<file path="src/rtl/fetch_queue.sv">
// rtl/fetch_queue.sv - fetch PC owner and prediction-tagged instruction FIFO toward decode
module fetch_queue #(
    parameter int unsigned DEPTH    = 4,
    parameter logic [31:0] RESET_PC = 32'h0
) (
    input  logic                     clk,
    input  logic                     rst,
    output logic [31:0]              pc_now,
    input  logic [31:0]              instr,
    input  logic [31:0]              pc_pre,
    input  logic                     hit,
    input  logic [2:0]               hitpos,
    input  logic                     redirect,
    input  logic [31:0]              redirect_pc,
    output logic                     out_valid,
    input  logic                     out_ready,
    output logic [31:0]              out_pc,
    output logic [31:0]              out_instr,
    output logic [31:0]              out_pred_pc,
    output logic                     out_hit,
    output logic [2:0]               out_hitpos,
    output logic [$clog2(DEPTH):0]   count
);

    localparam int AW = $clog2(DEPTH);
    localparam int CW = AW + 1;

    typedef struct packed {
        logic [31:0] pc;
        logic [31:0] instr;
        logic [31:0] pred_pc;
        logic        hit;
        logic [2:0]  hitpos;
    } entry_t;

    entry_t          mem_q [DEPTH];
    entry_t          head;
    logic [31:0]     pc_q, pc_d;
    logic [AW-1:0]   wp_q, wp_d, rp_q, rp_d;
    logic [CW-1:0]   count_q, count_d;
    logic            full, push, pop;

    assign full      = (count_q == CW'(DEPTH));
    // A redirect cycle hides the head so decode never consumes a squashed entry.
    assign out_valid = (count_q != '0) & ~redirect;
    assign pop       = out_valid & out_ready;
    assign push      = ~redirect & (~full | pop);

    always_comb begin
        pc_d    = pc_q;
        wp_d    = wp_q;
        rp_d    = rp_q;
        count_d = count_q;
        if (redirect) begin
            pc_d    = redirect_pc;
            wp_d    = '0;
            rp_d    = '0;
            count_d = '0;
        end else begin
            if (push) begin
                wp_d = wp_q + AW'(1);
                pc_d = pc_pre;
            end
            if (pop) begin
                rp_d = rp_q + AW'(1);
            end
            case ({push, pop})
                2'b10:   count_d = count_q + CW'(1);
                2'b01:   count_d = count_q - CW'(1);
                default: count_d = count_q;
            endcase
        end
    end

    always_ff @(posedge clk or negedge rst) begin
        if (!rst) begin
            pc_q    <= RESET_PC;
            wp_q    <= '0;
            rp_q    <= '0;
            count_q <= '0;
            for (int i = 0; i < int'(DEPTH); i++) begin
                mem_q[i] <= '0;
            end
        end else begin
            pc_q    <= pc_d;
            wp_q    <= wp_d;
            rp_q    <= rp_d;
            count_q <= count_d;
            if (push) begin
                mem_q[wp_q] <= {pc_q, instr, pc_pre, hit, hitpos};
            end
        end
    end

    assign head        = mem_q[rp_q];
    assign pc_now      = pc_q;
    assign count       = count_q;
    assign out_pc      = head.pc;
    assign out_instr   = head.instr;
    assign out_pred_pc = head.pred_pc;
    assign out_hit     = head.hit;
    assign out_hitpos  = head.hitpos;

endmodule

</file>
<file path="config.mk">
export PLATFORM = sky130hd
export DESIGN_NAME = fetch_queue
export DESIGN_NICKNAME = d
export VERILOG_FILES = /design/src/rtl/fetch_queue.sv
export SDC_FILE = /design/constraint.sdc
export NUM_CORES = 1
export LEC_CHECK = 0
export CAP_MARGIN = 30
export CORE_MARGIN = 4
export CORE_UTILIZATION = 30
export CTS_BUF_LIST = sky130_fd_sc_hd__clkbuf_8
export DETAILED_ROUTE_END_ITERATION = 10
export MAX_ROUTING_LAYER = met4
export PLACE_DENSITY_LB_ADDON = 0.05
export SLEW_MARGIN = 10
export SYNTH_ARGS = -nofsm -noshare
export SYNTH_HDL_FRONTEND = slang
export SYNTH_SLANG_ARGS = --single-unit
export TNS_END_PERCENT = 10
</file>
<file path="constraint.sdc">
create_clock -name clk -period 2.68 [get_ports clk]
set_clock_uncertainty 0.1 [all_clocks]
set_input_delay 0.536 -clock clk [delete_from_list [all_inputs] [get_ports clk]]
set_output_delay 0.536 -clock clk [all_outputs]
set_load 0.1 [all_outputs]
</file>
[Yosys cells after proc, flatten, opt, wreduce, memory -nomap -nowiden]
Index checks and enable logic that the tools add are counted.
W data, S select, Z words.
Operators by class
  add/sub/neg operators: 4
  mux-type cells: 14
  reductions and logical operators: 5
  bitwise operators: 8
  $lt $le $gt $ge: 3
  equal/unequal tests: 3
Operators by type and width (number)
  $bwmux W400: 1
  $mux W100: 3
  $bmux W100 S2: 1
  $demux W100 S2: 1
  $mux W32: 2
  $mux W2: 4
  $ge A3 B3 Y1 const B: 2
  $not A2 Y3: 2
  $pmux W3 S2: 1
  $reduce_bool A3 Y1: 2
  $add A2 B1 Y2 const B: 2
  $reduce_bool A2 Y1: 2
  $add A3 B1 Y3 const B: 1
  $and A1 B1 Y1: 3
  $eq A3 B3 Y1 const B: 1
  $lt A3 B1 Y1 const B: 1
  $mux W3: 1
  $sub A3 B1 Y3 const B: 1
  $eq A2 B1 Y1 const B: 1
  $eq A2 B2 Y1 const B: 1
  $not A1 Y1: 2
  $logic_and A1 B1 Y1: 1
  $or A1 B1 Y1: 1
Word-level totals
  output and inout port bits: 136
  input bits: 104
  flip-flop bits (word level): 439
  word-level logic and storage cells: 61

[Logic depth before layout (Yosys ltp)]
Gate-level depths: netlist (run 1).
  depth in word-level cells: 8
  mapped depth: 7
  depth with buffers taken out: 4

[Worst setup path before layout (run 1)]
No wires, ideal clock.
  path type: flip-flop to output port
  start: register count_q[0], in the netlist count[0]
  end: output port out_valid
  slack: -0.584 ns
  stages on the path, launching flop included: 4
  path buffers: 1
  data required time: 2.044 ns
  arrival: 2.628 ns
  cell sequence: dfrtp_1 buf_2 nor3_1 nor2_1
Between the ends
  longest elaborated chain between the ends: 2
RTL lines
  from (decl): RTL line 40  | logic [CW-1:0] count_q, count_d;
  from (signal assigned): RTL line 88  | count_q <= count_d;
  $reduce_bool A3 Y1: RTL line 45  | assign out_valid = (count_q != '0) & ~redirect;
  $and A1 B1 Y1: RTL line 45
  to (decl): RTL line 15  | output logic out_valid,
Every way passes these cells.

[Worst setup path after layout (run 1)]
  start: register rp_q[0]
  end: output port out_instr[0]
Between the ends
  longest elaborated chain between the ends: 4
RTL lines
  from (decl): RTL line 39  | logic [AW-1:0] wp_q, wp_d, rp_q, rp_d;
  from (signal assigned): RTL line 87  | rp_q <= rp_d;
  $not A2 Y3 (not written as such): RTL line 95  | assign head = mem_q[rp_q];
  $bmux W100 S2: RTL line 95
  $mux W100 (not written as such) (2 in series): RTL line 95
  to (decl): RTL line 18  | output logic [31:0] out_instr,
Every way passes these cells. The select of a mux whose other input is x is not followed.

==> flow_metrics.env, run 1 <==
export IMPL_rsz0062_at_grt="yes"
export IMPL_yosys_area_top_type="dfrtp_1"
export IMPL_fin_cells=2428
export IMPL_wl_per_cell_um=22.5
export IMPL_first_global_vias=12891
export IMPL_critPathKind="reg -> out"
export IMPL_clk_latency_ns=0.65
export IMPL_ios=240
export IMPL_tns_ns=-17.40
export IMPL_netlist_instances=1153
export IMPL_drt_met1_wl_mm=25.5
export IMPL_clock_sinks=439
export IMPL_fin_nets=1595
export IMPL_synthTopCellsByCount="dfrtp_1 (439), mux2_4 (281), mux2_2 (109)"
export IMPL_drv_cap=0
export IMPL_tightest_slew_ns=0.547
export IMPL_layout_drive_gt1_share=0.549
export IMPL_path_max_fanout=11
export IMPL_track_usage=0.160
export IMPL_timing_rr_start="count[1]$_DFFE_PN0P_"
export IMPL_min_path_type="in -> reg"
export IMPL_port_buffers=239
export IMPL_timing_fmax_mhz=342
export IMPL_netlist_area_um2=20300
export IMPL_cts_buffers=85
export IMPL_met2_length_mm=25.7
export IMPL_slew_limit_headroom=0.636
export IMPL_grt_max_degree=64
export IMPL_core_area_um2=67000
export IMPL_whs_endpoint="count[1]$_DFFE_PN0P_"
export IMPL_grt_pass1_wl_mm=84.7
export IMPL_antenna_found_initial=2
export IMPL_slew_viol_final=0
export IMPL_overflow=0
export IMPL_maxUsedRoutingLayer="met4"
export IMPL_end_kind="output port"
export IMPL_syn_nets=1262
export IMPL_avgViaCountPerCell=4.62
export IMPL_area_growth_pct=34.2
export IMPL_whs_path_depth=2
export IMPL_die_w_um=268
export IMPL_crit_arrival_ns=2.29
export IMPL_clockBufferDepth=3
export IMPL_synth_top_cell_area_share=0.542
export IMPL_start_util=0.302
export IMPL_ys_types=31
export IMPL_ys_seq_elements=439
export IMPL_hold_viol=0
export IMPL_r2r_slack_ns=0.55
export IMPL_synth_avg_cell_area_um2=17.6
export IMPL_root_buffer="clkbuf_8"
export IMPL_yosys_top_cells_area="dfrtp_1 (54%), mux2_4 (21%), mux4_2 (11%), mux2_2 (6.1%), buf_6 (1.9%)"
export IMPL_gp_congestion=0.707
export IMPL_placed_cells=2259
export IMPL_die_h_um=268
export IMPL_cp_start_kind="flop"
export IMPL_totalWireLength_mm=54.7
export IMPL_synth_edf_count=0
export IMPL_hold_start="redirect"
export IMPL_postLayoutCoreUtil=0.406
export IMPL_synthArstFlopShare=1.00
export IMPL_setup_viol=100
export IMPL_drtAntennaViolNets=0
export IMPL_fp_dieArea_um2=71800
export IMPL_layout_setup_ws_ns=-0.247
export IMPL_drt_iter0_drc=424
export IMPL_r2r_end="mem_q[209]$_DFFE_PN0P_"
export IMPL_clkTransAtPathRegs_ns=0.06
export IMPL_period_share=1.09
export IMPL_cts_tree="done"
export IMPL_row_count=95
export IMPL_outcome="finished, violations left"
export IMPL_ys_flop_type="dfrtp_1"
export IMPL_rr_worst_depth=6
export IMPL_wl_met3_mm=2.45
export IMPL_period_minus_slack_ns=2.93
export IMPL_first_pass_iters=4
export IMPL_hpwl_mm=34.6
export IMPL_violations="negative setup slack"
export IMPL_yosysMostFrequentCell="dfrtp_1"
export IMPL_yosysWarnings=0
export IMPL_drc=0
export IMPL_worstPathRequired_ns=2.04
export IMPL_seq_area_frac_synth=0.542
export IMPL_via_count=11214
export IMPL_htreeDepth=3
==> area by class of cell <==
type	instances	area, um^2
Sequential cell	439	11000
Antenna cell	2	5.00
Clock inverter	40	205
Clock buffer	114	1570
Multi-Input combinational cell	632	8720
Tap cell	873	1090
Inverter	2	7.51
Fill cell	6131	39800
Timing Repair Buffer	326	4630
==> critical path, cell delays in order (launching register included) <==
cell and delay [ns]:
dfrtp_4 0.46, buf_12 0.12, buf_12 0.12, buf_16 0.17, mux4_2 0.57, buf_12 0.19
==> metal layers <==
layer / up-vias / track usage
met1: 5942 / 0.218
li1: 4950 / -
met5: - / -
met3: 81 / 0.0388
met4: 0 / 0.0382
met2: 241 / 0.245
==> how the worst max path moves through the flow <==
stage / startpoint / slack (ns) / end / cells past startpoint
6_report: rp_q[0]$_DFFE_PN0P_ / -0.25 / out_instr[0] / 5
3_5_place_dp: out_ready / -0.005 / mem_q[209]$_DFFE_PN0P_ / 7
2_1_floorplan: count[0]$_DFFE_PN0P_ / 0.09 / mem_q[384]$_DFFE_PN0P_ / 7
3_3_place_gp: out_ready / 0.02 / mem_q[218]$_DFFE_PN0P_ / 7
4_1_cts: rp_q[0]$_DFFE_PN0P_ / -0.35 / out_instr[22] / 5
5_1_grt: rp_q[0]$_DFFE_PN0P_ / -0.36 / out_instr[22] / 5
==> cells by family after synthesis <==
family,after synthesis,share of synthesized area
other cells,1,0.000185
buf+inv,82,0.0297
fa+ha+maj,5,0.00346
flops,439,0.542
simple gates,50,0.0117
compound gates,40,0.0104
mux,533,0.401
xor+xnor,3,0.00130
==> sequential cells by signal, indices dropped and copies added, names as in the netlist <==
signal  flops
count       3
mem_q     400
pc_now     32
rp_q        2
wp_q        2
==> cells in the final DEF, fill, tap and decap left out, drive strengths merged <==
master,count
a211o,1
a21oi,3
buf,224
bufinv,1
clkbuf,114
clkdlybuf4s50,101
clkinv,10
clkinvlp,3
conb,1
dfrtp,439
diode,2
dlygate4sd3,1
fa,1
ha,4
inv,28
mux2,400
mux2i,33
mux4,100
nand2,33
nand2b,1
nand3,1
nor2,6
nor2b,1
nor3,2
nor3b,4
nor4b,1
nor4bb,1
o21ai,34
o311ai,1
o31ai,1
xnor2,1
xor2,2
==> what timing repair did <==
item                       in CTS  in global routing
buffers inserted                7                  0
resized for setup              11                  0
hold endpoints to repair       38                  0
setup endpoints to repair     101                100
pin swaps                       0                  0
gates cloned                    6                  0
hold buffers                    1                  0
==> metrics by stage <==
stage	instance area [um^2]	hold WS, ns	worst slack [ns]
2_1_floorplan	20300	0.140	0.0885
3_3_place_gp	25200	0.366	0.0201
3_5_place_dp	25200	0.376	-0.00515
4_1_cts	27200	0.0249	-0.351
5_1_grt	27200	0.0659	-0.364
6_report	27200	0.117	-0.247
Power of run 1 is not shown: default switching activity piles up to over one toggle a cycle in this logic, so the estimate is an artifact.
==> run 2, diff against run 1 <==
--- a/config.mk
+++ b/config.mk
@@ -12,7 +12,7 @@
 export DETAILED_ROUTE_END_ITERATION = 10
 export MAX_ROUTING_LAYER = met4
 export PLACE_DENSITY_LB_ADDON = 0.05
-export SLEW_MARGIN = 10
+export SKIP_LAST_GASP = 1
 export SYNTH_ARGS = -nofsm -noshare
 export SYNTH_HDL_FRONTEND = slang
 export SYNTH_SLANG_ARGS = --single-unit
==> run 2 against run 1 <==
Compared with the run above:
- the run still ends with negative setup slack left
- routed wire length hardly changed
- sequential cell count stayed put
- final area hardly changed
- cell count stayed put
- worst setup slack better by 0.00093 ns
- first-iteration DRC count is 0.94% higher
- global-route usage hardly changed
- non-clock buffer count stayed put
- register-to-register slack hardly changed
- via count hardly changed
- sequential share of layout area hardly changed
- worst hold slack worse by 0.0021 ns
==> flow_metrics.env, run 2 (synthesized netlist as in run 1, its figures left out) <==
export IMPL_outcome="finished, violations left"
export IMPL_violations="negative setup slack"
export IMPL_period_minus_slack_ns=2.93
export IMPL_avgViaCountPerCell=4.61
export IMPL_start_util=0.302
export IMPL_grt_pass1_wl_mm=84.7
export IMPL_rr_worst_depth=6
export IMPL_drt_iter0_drc=428
export IMPL_drv_cap=0
export IMPL_placed_area_um2=25200
export IMPL_cp_start_kind="flop"
export IMPL_via_count=11204
export IMPL_grt_max_degree=64
export IMPL_crit_arrival_ns=2.29
export IMPL_layout_drive_gt1_share=0.548
export IMPL_die_w_um=268
export IMPL_period_share=1.09
export IMPL_hold_viol=0
export IMPL_timing_fmax_mhz=342
export IMPL_htreeDepth=3
export IMPL_wl_per_cell_um=22.5
export IMPL_whs_path_depth=2
export IMPL_clk_latency_ns=0.65
export IMPL_final_cell_mix="dfrtp_1 (437), mux2_4 (281), buf_12 (140), clkbuf_8 (114), mux2_2 (109)"
export IMPL_clock_sinks=439
export IMPL_end_kind="output port"
export IMPL_row_count=95
export IMPL_max_flop_register="mem_q"
export IMPL_totalWireLength_mm=54.7
export IMPL_first_pass_iters=4
export IMPL_clkTransAtPathRegs_ns=0.06
export IMPL_hold_start="redirect"
export IMPL_core_area_um2=67000
export IMPL_cts_buffers=85
export IMPL_ios=240
export IMPL_root_buffer="clkbuf_8"
export IMPL_slew_viol_final=0
export IMPL_tightest_slew_ns=0.543
export IMPL_antenna_found_initial=2
export IMPL_r2r_end="mem_q[242]$_DFFE_PN0P_"
export IMPL_fp_dieArea_um2=71800
export IMPL_cts_tree="done"
export IMPL_whs_endpoint="count[1]$_DFFE_PN0P_"
export IMPL_drtAntennaViolNets=0
export IMPL_drc=0
export IMPL_setup_viol=100
export IMPL_fin_nets=1595
export IMPL_worstPathRequired_ns=2.04
export IMPL_timing_rr_start="count[1]$_DFFE_PN0P_"
export IMPL_first_global_vias=12889
export IMPL_die_h_um=268
export IMPL_overflow=0
export IMPL_track_usage=0.160
export IMPL_area_growth_pct=34.2
export IMPL_final_common_cell="dfrtp_1"
export IMPL_largest_register_ffs=400
export IMPL_r2r_slack_ns=0.56
export IMPL_port_buffers=239
export IMPL_rsz0062_at_grt="yes"
export IMPL_hpwl_mm=34.6
export IMPL_min_path_type="in -> reg"
export IMPL_design_area_um2=27200
export IMPL_clockBufferDepth=3
export IMPL_path_max_fanout=11
export IMPL_slew_limit_headroom=0.635
export IMPL_layout_setup_ws_ns=-0.246
export IMPL_gp_congestion=0.707
export IMPL_critPathKind="reg -> out"
## run 2: cell counts in the layout (fill, tap and decap cells not counted)
Identical to the previous run, type by type.
## run 2: how the worst max path moves through the flow
stage          cells after the start                  from  slack [ns]                     end
2_1_floorplan                      7  count[0]$_DFFE_PN0P_        0.09  mem_q[384]$_DFFE_PN0P_
3_3_place_gp                       7             out_ready        0.02  mem_q[218]$_DFFE_PN0P_
3_5_place_dp                       7             out_ready      -0.005  mem_q[209]$_DFFE_PN0P_
4_1_cts                            5   rp_q[0]$_DFFE_PN0P_       -0.35           out_instr[22]
5_1_grt                            5   rp_q[0]$_DFFE_PN0P_       -0.36           out_instr[22]
6_report                           5   rp_q[0]$_DFFE_PN0P_       -0.25            out_instr[0]
## run 2: worst max-delay path, cell delays in order (launching register included)
cell and delay (ns):
dfrtp_4 0.46, buf_12 0.12, buf_12 0.12, buf_16 0.18
mux4_2 0.57, buf_12 0.19
## run 2: routing by layer
layer | global-route usage | vias up | wire, um
met1 | 0.218 | 5935 | 25500
met5 | - | - | 0
met2 | 0.244 | 234 | 25700
met4 | 0.0382 | 0 | 1050
li1 | - | 4948 | -
met3 | 0.0388 | 87 | 2460
## run 2: timing repair
| action | in CTS | in global routing |
|---|---|---|
| endpoints found under the setup margin | 101 | 101 |
| hold buffers | 1 | 0 |
| pin swaps | 0 | 0 |
| hold endpoints to repair | 38 | 0 |
| resized for setup | 10 | 0 |
| cloned | 6 | 0 |
| buffers inserted | 7 | 0 |
## run 2: per-stage QoR
step | setup TNS, ns | std cells | util | hold slack [ns] | setup WS (ns)
floorplan | 0 | 1153 | - | 0.140 | 0.0885
global placement | 0 | 2259 | 0.375 | 0.366 | 0.0201
detailed placement | -0.00877 | 2259 | 0.375 | 0.376 | -0.00515
CTS | -29.46 | 2427 | 0.406 | 0.0249 | -0.351
global route | -30.06 | 2428 | 0.406 | 0.0659 | -0.364
finish | -17.39 | 2428 | 0.406 | 0.115 | -0.246
## run 2: final cells by class
type / count / area, um^2
diodes: 2 / 5.00
clock buffers: 114 / 1570
clock inverters: 40 / 205
fillers: 6129 / 39800
inverters: 2 / 7.51
multi-input cells: 632 / 8720
flip-flops and latches: 439 / 11000
well taps: 873 / 1090
repair buffers: 326 / 4630
Power of run 2 is left out for the same reason.
==> run 3, diff against run 2 <==
--- a/config.mk
+++ b/config.mk
@@ -5,6 +5,7 @@
 export SDC_FILE = /design/constraint.sdc
 export NUM_CORES = 1
 export LEC_CHECK = 0
+export ABC_AREA = 1
 export CAP_MARGIN = 30
 export CORE_MARGIN = 4
 export CORE_UTILIZATION = 30
@@ -13,6 +14,7 @@
 export MAX_ROUTING_LAYER = met4
 export PLACE_DENSITY_LB_ADDON = 0.05
 export SKIP_LAST_GASP = 1
+export SLEW_MARGIN = 25
 export SYNTH_ARGS = -nofsm -noshare
 export SYNTH_HDL_FRONTEND = slang
 export SYNTH_SLANG_ARGS = --single-unit
==> run 3 against run 2 <==
Compared with the run above:
- the flow still finishes with violations (negative setup slack)
- sequential cell count is the same
- via count grew 71%
- final area grew 3.8%
- clock-buffer cell count shrank 15
- sequential share of layout area shrank 1.5 points
- critical endpoint is now out_pc[11]
==> flow_metrics.env, run 3 <==
export IMPL_r2r_slack_ns=0.61
export IMPL_drv_cap=0
export IMPL_gp_congestion=0.768
export IMPL_layout_setup_ws_ns=-0.195
export IMPL_synth_edf_count=0
export IMPL_die_h_um=267
export IMPL_cp_num_buf_inv=4
export IMPL_syn_nets=2627
export IMPL_clkTransAtPathRegs_ns=0.06
export IMPL_die_w_um=267
export IMPL_cts_buffers=82
export IMPL_via_count=19117
export IMPL_crit_chain="clkinv_8 -> buf_12 -> clkbuf_16 -> o21ai_0 -> o22ai_1 -> buf_12"
export IMPL_worstPathRequired_ns=2.04
export IMPL_tns_ns=-13.37
export IMPL_end_kind="output port"
export IMPL_largest_register_ffs=400
export IMPL_yosysWarnings=0
export IMPL_yosysMostFrequentCell="nand2_1"
export IMPL_track_usage=0.228
export IMPL_grt_max_degree=149
export IMPL_drtAntennaViolNets=0
export IMPL_yosys_area_top_type="dfrtp_1"
export IMPL_first_global_vias=19120
export IMPL_synthArstFlopShare=1.00
export IMPL_drc=0
export IMPL_rsz0062_at_grt="yes"
export IMPL_antenna_found_initial=6
export IMPL_slew_limit_headroom=0.519
export IMPL_fillers=6611
export IMPL_final_cell_mix="nand2_1 (903), nand3_1 (439), dfrtp_1 (437), nor2_1 (193), o21ai_0 (162)"
export IMPL_timing_fmax_mhz=348
export IMPL_path_max_fanout=7
export IMPL_critPathTopFamily="buffers and inverters"
export IMPL_htreeDepth=3
export IMPL_totalWireLength_mm=84.4
export IMPL_ys_flop_type="dfrtp_1"
export IMPL_setup_viol=100
export IMPL_whs_endpoint="pc_now[31]$_DFFE_PN0P_"
export IMPL_min_path_type="in -> reg"
export IMPL_synthTopCellsByCount="nand2_1 (903), dfrtp_1 (439), nand3_1 (439)"
export IMPL_violations="negative setup slack"
export IMPL_ys_seq_elements=439
export IMPL_crit_path_max_incr_delay_ns=0.57
export IMPL_hold_viol=0
export IMPL_final_common_cell="nand2_1"
export IMPL_netlist_area_um2=20100
export IMPL_layout_drive_gt1_share=0.175
export IMPL_start_util=0.304
export IMPL_period_share=1.07
export IMPL_root_buffer="clkbuf_8"
export IMPL_ys_types=26
export IMPL_clk_latency_ns=0.65
export IMPL_timing_rr_start="count[1]$_DFFE_PN0P_"
export IMPL_row_count=94
export IMPL_tightest_slew_ns=0.722
export IMPL_path_common_cell="buf_12"
export IMPL_fp_dieArea_um2=71400
export IMPL_crit_arrival_ns=2.24
export IMPL_overflow=0
export IMPL_cp_slowest_cell="dfrtp_4"
export IMPL_rr_worst_depth=6
export IMPL_max_flop_register="mem_q"
export IMPL_outcome="finished, violations left"
export IMPL_grt_pass1_wl_mm=122
export IMPL_area_growth_pct=40.1
export IMPL_cts_tree="done"
export IMPL_clockBufferDepth=3
export IMPL_synth_top_cell_area_share=0.545
export IMPL_seq_area_frac_synth=0.545
export IMPL_core_area_um2=66200
export IMPL_critPathKind="reg -> out"
export IMPL_yosys_top_cells_area="dfrtp_1 (55%), nand2_1 (17%), nand3_1 (11%), o21ai_0 (5.1%), nor2_1 (3.7%)"
export IMPL_hold_start="redirect"
export IMPL_fin_nets=2893
export IMPL_port_buffers=239
export IMPL_netlist_instances=2518
export IMPL_avgViaCountPerCell=5.15
export IMPL_first_pass_iters=7
export IMPL_drt_iter0_drc=1460
export IMPL_whs_path_depth=3
export IMPL_period_minus_slack_ns=2.87
export IMPL_synth_avg_cell_area_um2=8.00
export IMPL_wl_per_cell_um=22.7
export IMPL_hpwl_mm=42.9
export IMPL_cp_start_kind="flop"
export IMPL_ios=240
export IMPL_slew_viol_final=0
export IMPL_r2r_end="pc_now[23]$_DFFE_PN0P_"
export IMPL_clock_sinks=439
run 3: layout make-up:
type	instances	area, um^2	area share
Inverter	8	68.8	0.00244
Timing Repair Buffer	385	5700	0.202
Multi-Input combinational cell	1865	8770	0.311
Sequential cell	439	11000	0.389
Clock buffer	99	1360	0.0483
Antenna cell	4	10.0	0.000354
Clock inverter	47	194	0.00687
Timing Repair inverter	3	52.6	0.00186
Tap cell	864	1080	0.0383
run 3: kinds of logic after synthesis:
logic type,Yosys count,share of synthesized area
flops,439,0.545
fa+ha+maj,5,0.00348
other cells,1,0.000186
buf+inv,214,0.0499
compound gates,308,0.0829
xor+xnor,2,0.000870
simple gates,1549,0.317
run 3: worst max-delay path by stage:
stage	start	end	slack [ns]	cells past startpoint
floorplan	rp_q[0]$_DFFE_PN0P_	out_pc[9]	-0.54	6
global placement	out_ready	mem_q[375]$_DFFE_PN0P_	0.20	7
finish	rp_q[1]$_DFFE_PN0P_	out_pc[11]	-0.19	6
detailed placement	out_ready	mem_q[9]$_DFFE_PN0P_	0.21	7
global route	rp_q[0]$_DFFE_PN0P_	out_instr[25]	-0.33	6
CTS	rp_q[0]$_DFFE_PN0P_	out_pred_pc[17]	-0.29	7
run 3: per-layer routing:
metal,vias to the layer above,share of wire,track usage
met4,0,0.024,0.0567
met3,119,0.047,0.0325
met5,-,0,-
met2,536,0.48,0.366
met1,9598,0.45,0.306
li1,8864,-,-
run 3: what timing repair did:
action                     CTS  global route
hold buffers                 1             0
pin swaps                    5            30
gates resized for setup     62           126
hold endpoints to repair    38             0
buffers inserted             5            14
setup endpoints to repair  100           100
cloned                      10            21
run 3: through the flow:
step	cells	util	hold WS [ns]	instance area [um^2]	setup slack [ns]
global placement	3513	0.378	0.348	25000	0.203
floorplan	2518	-	0.140	20200	-0.544
finish	3714	0.426	0.174	28200	-0.195
CTS	3675	0.411	0.114	27200	-0.293
global route	3714	0.426	0.143	28200	-0.325
detailed placement	3513	0.378	0.353	25000	0.211
run 3: worst min-delay path: stages:
cell	delay, ns
buf_2	0.18
nand2_1	0.09
nand3_1	0.07
Power of run 3 is left out for the same reason.
==> edit (settings of run 3) <==
Change the parameter `DEPTH` from 4 to 2.
--- a/src/rtl/fetch_queue.sv
+++ b/src/rtl/fetch_queue.sv
@@ -1,6 +1,6 @@
 // rtl/fetch_queue.sv - fetch PC owner and prediction-tagged instruction FIFO toward decode
 module fetch_queue #(
-    parameter int unsigned DEPTH    = 4,
+    parameter int unsigned DEPTH    = 2,
     parameter logic [31:0] RESET_PC = 32'h0
 ) (
     input  logic                     clk,
Interface: changed (resized count); port bits go from 240 to 239. No check against the original RTL was run, so the function may have changed too.
==> edit against run 3 <==
  * Worst setup slack improved by 280 ps
  * Sequential cell count fell by 203
  * Cell area shrank 45%
  * Fmax grew 11%
  * Routed wire length fell by 56%
  * Hold slack better by 190 ps
  * Cell count fell by 44%
  * Synthesized area down 46%
  * Synthesized cell count is 45% lower
==> edit: results <==
[placed_design]
pre_cts_slack_ps = 356
place_area_um2 = 14600
place_inst = 2015
portBuffers = 238
gp_routability_congestion = 0.737

[grt]
grt_first_pass_wirelength_um = 58900
grt_use_total_pct = 19.4
antenna_found_initial = 2
use_met2_pct = 30.3
grtUsageMet3_pct = 3.93
met1_usage_pct = 26.3
grt_max_degree = 101
grt_pass1_vias = 9990

[run_status]
status = "finished, final reports clean"

[clocking]
clk_latency_ps = 540
htree_levels = 2
cts_buffers = 44

[final_layout]
largest_reg_flops = 200
layout-drive-gt1-share_pct = 15.5
layout.nets = 1705

[sta]
fin_ws_ps = 83.0
tightestPinTransition_ps = 565
hold_ws_ps = 361
finalSetupTns_ps = 0

[drt]
drt-met1-wl_um = 16800
via_count = 9665
viasPerCell = 4.62
wl_met3_um = 2030
drt_iter0_drc = 453
wire_per_inst_um = 17.6
firstDrtPassIters = 5
wl_met2_um = 17100

[worst_setup_path]
endpoint = "out_pc[20]"
reg2reg_to = "mem_q[44]"
crit_start = "rp_q"
path_max_fanout = 41
rr_worst_depth = 7

[synth]
synth.avg_cell_area_um2 = 7.81
synth_top_cells_by_count = "779 x nand2_1, 236 x dfrtp_1, 214 x nand3_1"
synth_fa_ha_area_share_pct = 0
synth_compound_area_share_pct = 1.54
ys_types = 22
synth_nets = 1489
ys_seq_area_share_pct = 54.6

[min_path]
hold_path_startpoint = "redirect"

[pwr]
p_clk_mw = 3.28
edit: cell types whose count changed after synthesis, sizes merged, moves of 100 or more:
cell / before / now
o22ai: 100 / 0
dfrtp: 439 / 236
nand2: 907 / 781
o21ai: 205 / 3
nor2: 201 / 3
nand3: 439 / 215
edit: repair_timing:
| action | CTS | global route |
|---|---|---|
| endpoints found under the hold margin | 56 | 0 |
| hold buffers | 1 | 0 |
| endpoints found under the setup margin | 0 | 6 |
| buffers inserted | 0 | 0 |
| gates resized for setup | 0 | 2 |
edit: worst max-delay path, cell delays in order (launching register included):
cell and delay (ps):
dfrtp_4 510, inv_4 180, buf_12 270, nand2_1 80, nand2_1 160, buf_12 200
edit: cell type report:
cell class                      instances  area (µm²)
Antenna cell                            2        5.00
Clock buffer                           54         743
Fill cell                            3635       20100
Tap cell                              461         577
Clock inverter                         19        71.3
Timing Repair Buffer                  268        3760
Inverter                                7        31.3
Multi-Input combinational cell       1044        4360
Sequential cell                       236        5910
